==> src/rtl/audio_sample_fifo.sv <==
// Stereo sample FIFO feeding a DAC serializer.
//
// Producer writes {left,right} pairs on in_valid && in_ready. Each rising edge of
// lrck (sampled on clk) pops one pair. The popped pair appears on out_left and
// out_right exactly two clk edges after the edge that first samples lrck high.
// Attenuation (arithmetic right shift) and mute are applied in the final stage.
// Popping an empty FIFO holds the outputs, pulses underflow and bumps a saturating
// underrun counter.
//
// Ports:
//   clk, reset          system clock, synchronous active-high reset
//   in_valid/in_ready   write handshake; in_left/in_right signed samples
//   lrck                DAC frame clock (clk domain); rising edge requests a pop
//   atten, mute         output processing controls, sampled in the output stage
//   out_left/out_right  processed samples (two's complement or offset-binary)
//   level               FIFO occupancy 0..2^DEPTH_BITS
//   underflow           one-cycle pulse after a pop found the FIFO empty
//   underrun_cnt        saturating count of underflows
module audio_sample_fifo #(
  parameter int unsigned DEPTH_BITS   = 4,
  parameter bit          UNSIGNED_OUT = 1'b0
) (
  input  logic                  clk,
  input  logic                  reset,
  input  logic                  in_valid,
  output logic                  in_ready,
  input  logic [15:0]           in_left,
  input  logic [15:0]           in_right,
  input  logic                  lrck,
  input  logic [3:0]            atten,
  input  logic                  mute,
  output logic [15:0]           out_left,
  output logic [15:0]           out_right,
  output logic [DEPTH_BITS:0]   level,
  output logic                  underflow,
  output logic [7:0]            underrun_cnt
);

  localparam int unsigned        Depth     = 1 << DEPTH_BITS;
  localparam logic [DEPTH_BITS:0] LevelFull = (DEPTH_BITS + 1)'(Depth);
  localparam logic [15:0]        Midscale  = UNSIGNED_OUT ? 16'h8000 : 16'h0000;

  logic [31:0]           mem [Depth];
  logic [DEPTH_BITS-1:0] wptr_q, rptr_q;
  logic [DEPTH_BITS:0]   level_q, level_d;
  logic                  lrck_q;
  logic                  underflow_q;
  logic [7:0]            underrun_cnt_q;

  // Pipeline: rd_q holds the RAM read at the pop edge, s1_q the raw pair one
  // cycle later, then the processed result lands in the output registers.
  logic [31:0]           rd_q, s1_q;
  logic                  rd_vld_q, s1_vld_q;
  logic [15:0]           out_left_q, out_right_q;

  logic                  empty, wr_en, pop_req, pop_ok, pop_empty;
  logic signed [15:0]    sh_left, sh_right;
  logic [15:0]           proc_left, proc_right;

  assign empty     = (level_q == '0);
  assign in_ready  = (level_q != LevelFull);
  assign wr_en     = in_valid && in_ready;
  assign pop_req   = lrck && !lrck_q;
  // No bypass: a write in the same cycle does not rescue a pop on an empty FIFO.
  assign pop_ok    = pop_req && !empty;
  assign pop_empty = pop_req && empty;

  always_comb begin
    level_d = level_q;
    unique case ({wr_en, pop_ok})
      2'b10:   level_d = level_q + (DEPTH_BITS + 1)'(1);
      2'b01:   level_d = level_q - (DEPTH_BITS + 1)'(1);
      default: level_d = level_q;
    endcase
  end

  always_comb begin
    sh_left  = $signed(s1_q[31:16]) >>> atten;
    sh_right = $signed(s1_q[15:0]) >>> atten;
    if (mute) begin
      sh_left  = '0;
      sh_right = '0;
    end
    if (UNSIGNED_OUT) begin
      proc_left  = {~sh_left[15], sh_left[14:0]};
      proc_right = {~sh_right[15], sh_right[14:0]};
    end else begin
      proc_left  = sh_left;
      proc_right = sh_right;
    end
  end

  // Storage and data path registers carry no reset; validity is tracked separately.
  always_ff @(posedge clk) begin
    if (wr_en) mem[wptr_q] <= {in_left, in_right};
    if (pop_ok) rd_q <= mem[rptr_q];
    if (rd_vld_q) s1_q <= rd_q;
  end

  always_ff @(posedge clk) begin
    if (reset) begin
      wptr_q         <= '0;
      rptr_q         <= '0;
      level_q        <= '0;
      lrck_q         <= 1'b1;  // lrck high at release must not look like an edge
      underflow_q    <= 1'b0;
      underrun_cnt_q <= '0;
      rd_vld_q       <= 1'b0;
      s1_vld_q       <= 1'b0;
      out_left_q     <= Midscale;
      out_right_q    <= Midscale;
    end else begin
      lrck_q      <= lrck;
      level_q     <= level_d;
      underflow_q <= pop_empty;
      rd_vld_q    <= pop_ok;
      s1_vld_q    <= rd_vld_q;
      if (wr_en)  wptr_q <= wptr_q + DEPTH_BITS'(1);
      if (pop_ok) rptr_q <= rptr_q + DEPTH_BITS'(1);
      if (pop_empty && underrun_cnt_q != 8'hFF) underrun_cnt_q <= underrun_cnt_q + 8'd1;
      if (s1_vld_q) begin
        out_left_q  <= proc_left;
        out_right_q <= proc_right;
      end
    end
  end

  assign out_left     = out_left_q;
  assign out_right    = out_right_q;
  assign level        = level_q;
  assign underflow    = underflow_q;
  assign underrun_cnt = underrun_cnt_q;

endmodule

==> config.mk <==
export PLATFORM = sky130hd
export DESIGN_NAME = audio_sample_fifo
export DESIGN_NICKNAME = d
export VERILOG_FILES = /design/src/rtl/audio_sample_fifo.sv
export SDC_FILE = /design/constraint.sdc
export NUM_CORES = 1
export LEC_CHECK = 0
export BUFFER_PORTS_ARGS = -buffer_cell sky130_fd_sc_hd__buf_2
export CORE_AREA = 10 10 250 276
export DETAILED_ROUTE_END_ITERATION = 7
export DIE_AREA = 0 0 260 286
export GPL_ROUTABILITY_DRIVEN = 0
export GPL_TIMING_DRIVEN = 0
export HOLD_SLACK_MARGIN = 0.02
export PLACE_DENSITY = 0.68
export SLEW_MARGIN = 20
export SYNTH_ARGS = -nofsm -noshare
export SYNTH_HDL_FRONTEND = slang
export SYNTH_SLANG_ARGS = --single-unit
==> constraint.sdc <==
create_clock -name clk -period 3.85 [get_ports clk]
set_clock_uncertainty 0.15 [all_clocks]
set_input_delay 0.1925 -clock clk [delete_from_list [all_inputs] [get_ports clk]]
set_output_delay 0.1925 -clock clk [all_outputs]
set_load 0.02 [all_outputs]
* After elaboration in Yosys (flattened, before gate mapping) *
Memory sizes are Yosys's and may differ from the RTL's. A register that Yosys moved wholly into a read port is not among the register bits.
Cells that the tools add are included.

storage, ports and cells
  memory bits (writable) = 512
  logic and storage cells = 37
  bits of input ports = 41
  output and inout port bits = 47
  memories kept = 1
  register bits = 89
  bits in read-only memories = 0
  bits in latches = 0

cells by class
  shift-type cells = 2
  order comparisons = 0
  multipliers = 0
  bitwise logic cells = 0
  reduce and logical (&&, ||, !) cells = 9
  div/mod/pow operators = 0
  eq/ne operators = 4
  add/sub/neg operators = 5
  mux-type cells = 5

memory list
  memory  words  width  read ports  clocked after memory_dff  write ports  RTL line  source
  mem     16     32     1           1                         1            43        logic [31:0] mem [Depth];

operator list
  cell                                                  count
  two-way mux 16 bit                                    2
  >>> shifter 16 x 4 -> 16 bit                          2
  one-hot mux 5 bit (2 select lines)                    1
  adder 4 x 1 -> 4 bit (second input constant)          2
  adder 8 x 1 -> 8 bit (second input constant)          1
  != test 8 bit (second input constant)                 1
  adder 5 x 1 -> 5 bit (second input constant)          1
  logical AND 1 bit                                     5
  logical NOT 5 bit                                     1
  != test 5 bit (second input constant)                 1
  subtractor 5 x 1 -> 5 bit (second input constant)     1
  equality test 2 x 1 -> 1 bit (second input constant)  1
  equality test 2 bit (second input constant)           1
  logical NOT 1 bit                                     2
  two-way mux 1 bit                                     2
  nonzero test 2 bit                                    1

* Longest topological paths before layout *
Gate-level depths: netlist of the first run.

  depth after elaboration = 5
  gate-level depth with buffers = 12

* Worst setup path before layout of the first run *
Ideal clock, no wire load.

  path type = flip-flop to flip-flop
  start point = reg level_q[2] (netlist: level[2])
  end point = mem mem[0][0], enable pin
  slack = -0.255 ns
  arrival = 3.494 ns
  setup time = 0.461 ns
  data required time = 3.239 ns
  cell stages (with the launch flop) = 6
  path buffers = 1
  path through = dfxtp_1 buf_2 nor4_4 a21boi_1 nand2_1 nor3_1

between the ends
  word-level cells in the longest chain between the ends = 4

RTL lines
  what                                     RTL line  source
  start, declared                          45        logic [DEPTH_BITS:0] level_q, level_d;
  start signal, assigned                   114       level_q <= level_d;
  != test 5 bit                            61        assign in_ready = (level_q != LevelFull);
  logical AND 1 bit                        62        assign wr_en = in_valid && in_ready;
  two-way mux 1 bit                        95        if (wr_en) mem[wptr_q] <= {in_left, in_right};
  two-way mux 1 bit (not written as such)  95
  end, declared                            43

Every way passes these cells.

* Worst setup path after layout of the first run *
  start point = reg level_q[1] (netlist: level[1])
  end point = reg level_q[4] (netlist: level[4])

between the ends
  word-level cells in the longest chain between the ends = 5

RTL lines
  what                                                                             RTL line  source
  logical NOT 5 bit *                                                              60        assign empty = (level_q == '0);
  logical NOT 1 bit *                                                              65        assign pop_ok = pop_req && !empty;
  logical AND 1 bit *                                                              65
  via pop_ok                                                                       56        logic empty, wr_en, pop_req, pop_ok, pop_empty;
  equality test 2 x 1 -> 1 bit / equality test 2 bit (equally long branches)       70        unique case ({wr_en, pop_ok})
  one-hot mux 5 bit (2 select lines) / nonzero test 2 bit (equally long branches)  n/a

Mark *: on every way through the listed nets, which the timed path passes. The rest lies on a longest branch.
A chain may end at the register's enable or synchronous reset.

==> flow_summary.toml, run 1 <==
[floorplanning]
start_util_pct = 39.5
coreArea_um2 = 63200
die_w_um = 260
die_h_um = 286
rows = 97
dieArea_um2 = 74400
ios = 88

[synth]
synth.distinct_cells = 57
synth_compound_area_share_pct = 3.05
yosysSeqAreaShare_pct = 73.8
synth_top_family_by_area = "multiplexers"
synth_edf_count = 576
syn_area_um2 = 25000
avgSynthCellArea_um2 = 20.9
syn_inst = 1195
synthAdderAreaFrac_pct = 0.500
synthFlopType = "edfxtp_1"
ys_async_sr_fraction_pct = 0
yosys_warnings = 0
muxShareOfSynthArea_pct = 18.0
synth_seq_cells = 633
synth.net_count = 1246
synth_xor_area_share_pct = 0.350
synthSimpleGateAreaFrac_pct = 2.56

[pwr]
pwr-share-clk_pct = 39.5
fin_total_pwr_mw = 14.3
switchingPower_mw = 3.04
max-vdd-ir-drop_mv = 0.404
power_density_nw_per_um2 = 481
sequentialPowerShare_pct = 54.0
power.internal_mw = 11.2
switching_share_pct = 21.3
p_leak_nw = 9.35
comb_power_share_pct = 6.5

[hold_path]
hold_depth = 4
hold_end = "out_right[3]"
worstHoldStart = "reset"
hold_class = "input port to register"

[finish]
fin_nets = 1467
fin_util_pct = 46.9
drive_gt1_share_pct = 31.6
stdcell_count = 2306
final_cell_area_um2 = 29700
final_cell_mix = "edfxtp_1, mux4_2, buf_2"
syn_to_final_growth_pct = 18.7
final_common_cell = "edfxtp_1"

[placed_design]
dp_cells = 2160
io_buffers = 84
dp_hpwl_um = 38200
placed_area_um2 = 27500
pre_cts_slack_ns = 0.499

[grt]
grt_usage_pct = 15.3
grt-ovfl-total = 0
antenna_found_initial = 2
grt_max_degree = 34
first_global_vias = 13395
grt_pass1_wl_um = 85300

[clocking]
path_clk_slew_ns = 0.07
clk_path_buf_depth = 3
cts_resized = 0
cts_max_level = 2
cts_root_buffer = "clkbuf_16"
numCtsBuffers = 59
insertion_delay_ns = 0.63
cts_tree = "built"
clkSinkCount = 633

[detailed_routing]
wl_um = 56400
wl_per_cell_um = 24.5
drt-vias-per-instance = 5.49
ant_nets = 0
drc = 0
drtPass1Iterations = 5
drt_iter0_drc = 1294
num_vias = 12661

[critical_path]
critPathKind = "register to register"
path_buf_inv = 3
worstPathMaxFanout = 9
r2r_cells = 12
critPathMaxStageDelay_ns = 0.66
worstPathCellList = "buf_6, or4_1, o21ai_2, inv_2, ha_1, clkbuf_1, xor2_1, ha_1, a211o_1, a21oi_1, a211o_1, nand3_1"
worstPathArrival_ns = 3.70
cp_slowest_cell = "or4_1"
cp_top_family = "compound AO/OA/AOI/OAI gates"
r2r_slack_ns = 0.50
cp-start-kind = "register"
endpoint_kind = "register"
r2r_start = "level[1]"
r2r-end = "level[4]"
crit_required_ns = 4.20

[sta]
setup_viol = 0
period_needed_ns = 3.35
fmax_ghz = 0.298
worst_slew_pin_slew_ns = 0.977
slew_violations = 0
rsz0062_at_grt = "no"
fin_tns_setup_ns = 0
whs_ns = 0.118
maxSlewHeadroom_pct = 34.8
hold_violations = 0
fin_crit_sh_pct = 87.1
timing.final.ws_setup_ns = 0.497

[job]
maxCapViolCount = 0

[outcome]
status = "finished, final reports clean"
## registers in the layout (all words and copies together) (netlist names), 4 cells and up
name	count
out_left	16
level	5
s1_q	32
rptr_q	4
wptr_q	4
out_right	16
underrun_cnt	8
rd_q	32
mem	512
## power by group through the flow
stage,clock network (mW),logic (mW),registers (mW)
3_3_place_gp,0,0.833,7.85
3_5_place_dp,0,0.911,7.85
5_1_grt,6.01,1.01,7.71
4_1_cts,5.74,0.950,7.70
2_1_floorplan,0,0.556,7.84
6_report,5.64,0.933,7.70
## worst reg2reg max path, cell delays in order (launching register included)
cell,delay (ns)
dfxtp_1,0.33
buf_6,0.14
or4_1,0.66
o21ai_2,0.31
inv_2,0.16
ha_1,0.23
clkbuf_1,0.19
xor2_1,0.18
ha_1,0.23
a211o_1,0.27
a21oi_1,0.20
a211o_1,0.13
nand3_1,0.07
## kinds of logic (layout without fill, tap and decap cells)
group,after synthesis,count (layout)
other,0,1
DFF,633,633
adders and majority gates,10,10
and+or+nand+nor,132,132
AOI/OAI and AO/OA,114,114
buffers and inverters,83,352
xor gates and xnor gates,10,10
muxes,213,213
## area by class of cell
type | instances | area, um2
Timing Repair Buffer | 160 | 1630
Clock buffer | 73 | 1570
Fill cell | 5104 | 33500
Antenna cell | 1 | 2.50
Clock inverter | 36 | 303
Sequential cell | 633 | 18400
Tap cell | 841 | 1050
Buffer | 71 | 395
Inverter | 12 | 45.0
Multi-Input combinational cell | 479 | 6250
## repair_timing
item                                   in CTS  in global routing
hold buffers                               36                  0
setup buffers                               0                  0
endpoints found under the hold margin     531                  0
## synth_stat cells (10+ instances only)
library cell,number,area [um2]
a21oi_1,37,185
buf_1,10,37.5
buf_2,16,80.1
buf_6,12,135
clkbuf_1,30,113
dfxtp_1,57,1140
edfxtp_1,576,17300
ha_1,10,125
inv_1,11,41.3
mux2i_1,16,160
mux4_2,189,4260
nand2_1,45,169
nor2_1,36,135
o211ai_1,10,75.1
o21ai_0,12,60.1
## worst max path at each step
stage	cells after the start	to	slack [ns]	startpoint
2_1_floorplan	4	mem[3][0]	0.005	level[2]
3_3_place_gp	3	mem[3][16]	-2.78	level[0]
3_5_place_dp	12	level[4]	0.50	level[1]
4_1_cts	12	level[4]	0.48	level[1]
5_1_grt	12	level[4]	0.31	level[1]
6_report	12	level[4]	0.50	level[1]
## routing by layer
metal / track usage (%) / vias up / wire length (um)
li1: - / 5435 / -
met1: 19.2 / 6671 / 22500
met2: 26.1 / 455 / 28800
met3: 2.71 / 98 / 3520
met4: 5.38 / 2 / 1550
met5: 0 / - / 11
No activity file was read; power rests on OpenSTA's default activity.
==> run 2: changes to the inputs <==
--- a/config.mk
+++ b/config.mk
@@ -6,9 +6,9 @@
 export NUM_CORES = 1
 export LEC_CHECK = 0
 export BUFFER_PORTS_ARGS = -buffer_cell sky130_fd_sc_hd__buf_2
-export CORE_AREA = 10 10 250 276
+export CORE_AREA = 10 10 262 264
 export DETAILED_ROUTE_END_ITERATION = 7
-export DIE_AREA = 0 0 260 286
+export DIE_AREA = 0 0 272 274
 export GPL_ROUTABILITY_DRIVEN = 0
 export GPL_TIMING_DRIVEN = 0
 export HOLD_SLACK_MARGIN = 0.02
==> run 2 against run 1 <==
  * Hold slack worse by 0.0041 ns
  * Critical path type unchanged
  * First-iteration DRC count up 0.15%
  * Sequential power hardly changed
  * Design area decreased by 0.18%
  * Combinational power about the same
  * Die area up 0.23%
  * Cell count rose by 0.39%
  * Wire length is 0.96% higher
  * Via count is 1.0% higher
  * Largest power group unchanged
  * Count of clock-buffer cells in the layout rose by 8
  * Core utilization shrank 0.39 points
==> flow_summary.toml, run 2 (synthesis results as in run 1) <==
[finish]
stdcell_count = 2315
fin_util_pct = 46.6
final_cell_mix = "edfxtp_1, mux4_2, buf_2"
reg_top3 = "mem: 512 flops, rd_q: 32 flops, s1_q: 32 flops"
fin_nets = 1464
drive_gt1_share_pct = 31.3
registers.top_by_ff_count = "mem"
syn_to_final_growth_pct = 18.5
largest_reg_flops = 512
final_common_cell = "edfxtp_1"

[critical_path]
r2r_cells = 12
cp-start-kind = "register"
r2r_slack_ns = 0.44
critPathKind = "register to register"
r2r_start = "level[2]"
endpoint_kind = "register"
worstPathArrival_ns = 3.75
crit_required_ns = 4.19
worstPathMaxFanout = 10
r2r-end = "level[4]"

[floorplanning]
ios = 88
start_util_pct = 39.3
rows = 93
coreArea_um2 = 63600
dieArea_um2 = 74500
die_h_um = 274
die_w_um = 272

[sta]
rsz0062_at_grt = "no"
fin_crit_sh_pct = 88.7
worst_slew_pin_slew_ns = 0.927
hold_violations = 0
setup_viol = 0
fmax_ghz = 0.293
period_needed_ns = 3.41
maxSlewHeadroom_pct = 38.2
timing.final.ws_setup_ns = 0.435
slew_violations = 0

[hold_path]
worstHoldStart = "reset"
hold_end = "level[4]"
hold_class = "input port to register"
hold_depth = 5

[clocking]
postCtsSetupBuffers = 0
clk_path_buf_depth = 3
cts_tree = "built"
numCtsBuffers = 67
clkSinkCount = 633
insertion_delay_ns = 0.61
cts_root_buffer = "clkbuf_16"
cts_max_level = 3
cts_resized = 0
cts_hold_buffers = 36
path_clk_slew_ns = 0.06

[detailed_routing]
wl_um = 56900
drc = 0
wl_per_cell_um = 24.6
ant_nets = 0
drt_iter0_drc = 1296
num_vias = 12793
drt-vias-per-instance = 5.53
drtPass1Iterations = 6

[job]
maxCapViolCount = 0

[placed_design]
dp_hpwl_um = 37300
io_buffers = 84
pre_cts_slack_ns = 0.465
dp_cells = 2163

[pwr]
p_leak_nw = 9.33
max-vdd-ir-drop_mv = 0.275
power_density_nw_per_um2 = 503
fin_total_pwr_mw = 14.9

[outcome]
status = "finished, final reports clean"

[grt]
grt_usage_pct = 15.4
grt_max_degree = 34
antenna_found_initial = 4
grt_pass1_wl_um = 85800
first_global_vias = 13067
grt-ovfl-total = 0
## run 2: cell count changes in the layout (fill, tap and decap cells not counted)
cell,change
clkinv_2,-4
clkinv_4,-2
clkbuf_8,-2
clkinv_1,+1
buf_12,+6
bufinv_16,+1
inv_8,+1
inv_16,+1
clkbuf_16,+10
buf_16,-16
buf_4,-2
buf_8,+1
## run 2: layout make-up
type                    instances  area [um2]
diodes                          1        2.50
clock buffers                  81        1790
fillers                      5231       34000
inverters                      12        45.0
multi-input cells             479        6250
clock inverters                34         330
flip-flops and latches        633       18400
well taps                     855        1070
repair buffers                149        1310
plain buffers                  71         395
## run 2: worst max-delay path by stage
| stage | startpoint | to | slack (ns) | cells after the start |
|---|---|---|---|---|
| detailed placement | level[2] | level[4] | 0.46 | 12 |
| CTS | level[2] | level[4] | 0.44 | 12 |
| global placement | level[2] | mem[3][16] | -2.86 | 4 |
| finish | level[2] | level[4] | 0.44 | 12 |
| floorplan | level[2] | mem[3][0] | 0.005 | 4 |
| global route | level[2] | level[2] | 0.23 | 12 |
## run 2: metal layers
layer  up-vias  global-route usage, %  wire, um
met5         -                      0        21
met4         4                   4.93      1440
met3       100                   3.53      4340
met2       514                   25.2     28000
met1      6735                   20.3     23100
li1       5440                      -         -
## run 2: worst max-delay path, stage by stage, from the launching register on
cell	delay (ns)
dfxtp_1	0.32
buf_2	0.19
or4_1	0.61
o21ai_2	0.29
inv_2	0.21
ha_1	0.26
clkbuf_1	0.20
xor2_1	0.19
ha_1	0.23
a211o_1	0.27
a21oi_1	0.20
a211o_1	0.13
nand3_1	0.06
## run 2: through the flow
stage / TNS, ns / hold slack (ns) / instance area (um2)
6_report: 0 / 0.114 / 29600
5_1_grt: 0 / 0.120 / 29600
3_3_place_gp: -595.86 / 0.248 / 26500
4_1_cts: 0 / 0.0753 / 29600
3_5_place_dp: 0 / 0.250 / 27100
2_1_floorplan: 0 / 0.141 / 25000
## run 2: where the power goes
group	switching [mW]	total [mW]	leakage, nW	internal, mW
registers	0.0577	7.70	5.66	7.64
clock network	2.61	6.28	1.03	3.67
logic	0.506	0.930	2.64	0.424
==> run 3: changes to the inputs <==
--- a/config.mk
+++ b/config.mk
@@ -6,13 +6,14 @@
 export NUM_CORES = 1
 export LEC_CHECK = 0
 export BUFFER_PORTS_ARGS = -buffer_cell sky130_fd_sc_hd__buf_2
-export CORE_AREA = 10 10 262 264
+export CAP_MARGIN = 25
+export CORE_AREA = 10 10 225 227
 export DETAILED_ROUTE_END_ITERATION = 7
-export DIE_AREA = 0 0 272 274
+export DIE_AREA = 0 0 235 237
 export GPL_ROUTABILITY_DRIVEN = 0
 export GPL_TIMING_DRIVEN = 0
 export HOLD_SLACK_MARGIN = 0.02
-export PLACE_DENSITY = 0.68
+export PLACE_DENSITY = 0.85
 export SLEW_MARGIN = 20
 export SYNTH_ARGS = -nofsm -noshare
 export SYNTH_HDL_FRONTEND = slang
==> run 3 against run 2 <==
  * Sequential power is essentially flat
  * Global-route usage grew 6.4 points
  * Largest cell class unchanged
  * Power shrank 2.2%
  * Highest routed layer unchanged
  * Count of clock-buffer cells in the layout shrank 13
  * Clock power shrank 5.9%
==> flow_summary.toml, run 3 (synthesis results as in run 1) <==
[finish]
fill_cells = 2927
multi_input_area_um2 = 6250
registers.top_by_ff_count = "mem"
fin_util_pct = 63.2
syn_to_final_growth_pct = 16.7
largest_reg_flops = 512
fin_nets = 1455
drive_gt1_share_pct = 31.0
final_common_cell = "edfxtp_1"
register_area_um2 = 18400
reg_top3 = "mem: 512 flops, rd_q: 32 flops, s1_q: 32 flops"
final_cell_mix = "edfxtp_1, mux4_2, buf_2"

[grt]
grt_usage_pct = 21.8
grt_max_degree = 35
grt-ovfl-total = 0
grt_pass1_wl_um = 91200
antenna_found_initial = 3
first_global_vias = 13733

[sta]
fin_tns_setup_ns = 0
rsz0062_at_grt = "no"
fmax_ghz = 0.277
period_needed_ns = 3.62
worst_slew_pin_slew_ns = 1.01
slew_violations = 0
hold_violations = 0
whs_ns = 0.113
maxSlewHeadroom_pct = 32.7
setup_viol = 0
fin_crit_sh_pct = 93.9

[detailed_routing]
wl_per_cell_um = 29.5
num_vias = 13230
drc = 0
wl_um = 60800
drt_iter0_drc = 1733
drtPass1Iterations = 5
drt-vias-per-instance = 6.42
ant_nets = 0

[clocking]
cts_root_buffer = "clkbuf_16"
numCtsBuffers = 60
cts_tree = "built"
cts_max_level = 2
insertion_delay_ns = 0.63
clkSinkCount = 633
clk_path_buf_depth = 3
path_clk_slew_ns = 0.06
postCtsSetupBuffers = 0

[critical_path]
worstPathMaxFanout = 34
cp-start-kind = "register"
crit_required_ns = 4.24
endpoint_kind = "register"
worstPathArrival_ns = 4.00
critPathKind = "register to register"

[floorplanning]
dieArea_um2 = 55700
coreArea_um2 = 46200
start_util_pct = 54.2
die_w_um = 235
ios = 88
die_h_um = 237
rows = 79

[pwr]
switchingPower_mw = 3.17
comb_power_share_pct = 6.6
switching_share_pct = 21.7
pwr-share-clk_pct = 40.6
p_leak_nw = 9.27
max-vdd-ir-drop_mv = 0.426
fin_total_pwr_mw = 14.6
sequentialPowerShare_pct = 52.9
power_density_nw_per_um2 = 500
power.internal_mw = 11.4

[placed_design]
dp_hpwl_um = 37300
io_buffers = 84

[outcome]
status = "finished, final reports clean"

[job]
maxCapViolCount = 0

[hold_path]
hold_class = "input port to register"
run 3: per-stage QoR:
step	instance area (um2)	std cells	setup WS [ns]
6_report	29200	2062	0.234
5_1_grt	29200	2061	0.0719
4_1_cts	29200	2060	0.114
2_1_floorplan	25000	1195	0.00474
3_3_place_gp	26200	1886	-2.54
3_5_place_dp	26800	1913	0.130
run 3: power by group through the flow:
| stage | clock [mW] | sequential [mW] | combinational, mW |
|---|---|---|---|
| global placement | 0 | 7.85 | 0.815 |
| CTS | 5.99 | 7.71 | 0.955 |
| floorplan | 0 | 7.84 | 0.556 |
| global route | 6.22 | 7.71 | 1.02 |
| detailed placement | 0 | 7.85 | 0.902 |
| finish | 5.91 | 7.71 | 0.955 |
run 3: final timing paths:
path	from	to	slack [ns]	cells after the start
max	level[2]	level[2]	0.23	12
min reg2reg	rd_q[28]	s1_q[28]	0.27	0
min	reset	level[4]	0.11	5
max reg2reg	level[2]	level[2]	0.23	12
run 3: layer usage:
layer	track usage (%)	up-vias	share of wire, %
met3	4.63	142	9.4
li1	-	5412	-
met4	7.45	4	3.1
met1	27.0	6847	36
met2	37.5	825	52
met5	0	-	0.044
run 3: critical path, stage by stage (launching register included):
cell	delay, ns
dfxtp_1	0.32
buf_2	0.19
or4_1	0.63
o21ai_2	0.35
inv_4	0.28
ha_1	0.28
clkbuf_1	0.21
xor2_1	0.19
ha_1	0.23
a21oi_1	0.16
xnor2_1	0.10
or3_1	0.31
a21oi_1	0.14
run 3: layout make-up:
type | count | area share (%)
diodes | 2 | 0.0172
plain buffers | 71 | 1.36
clock buffers | 68 | 5.25
clock inverters | 43 | 1.51
inverters | 12 | 0.163
multi-input cells | 479 | 21.4
flip-flops and latches | 633 | 63.2
well taps | 607 | 2.60
repair buffers | 147 | 4.48
run 3: what timing repair did:
action                     CTS  global route
setup endpoints to repair    0             2
resized for setup            0             2
hold endpoints to repair   529             0
hold buffers                36             0
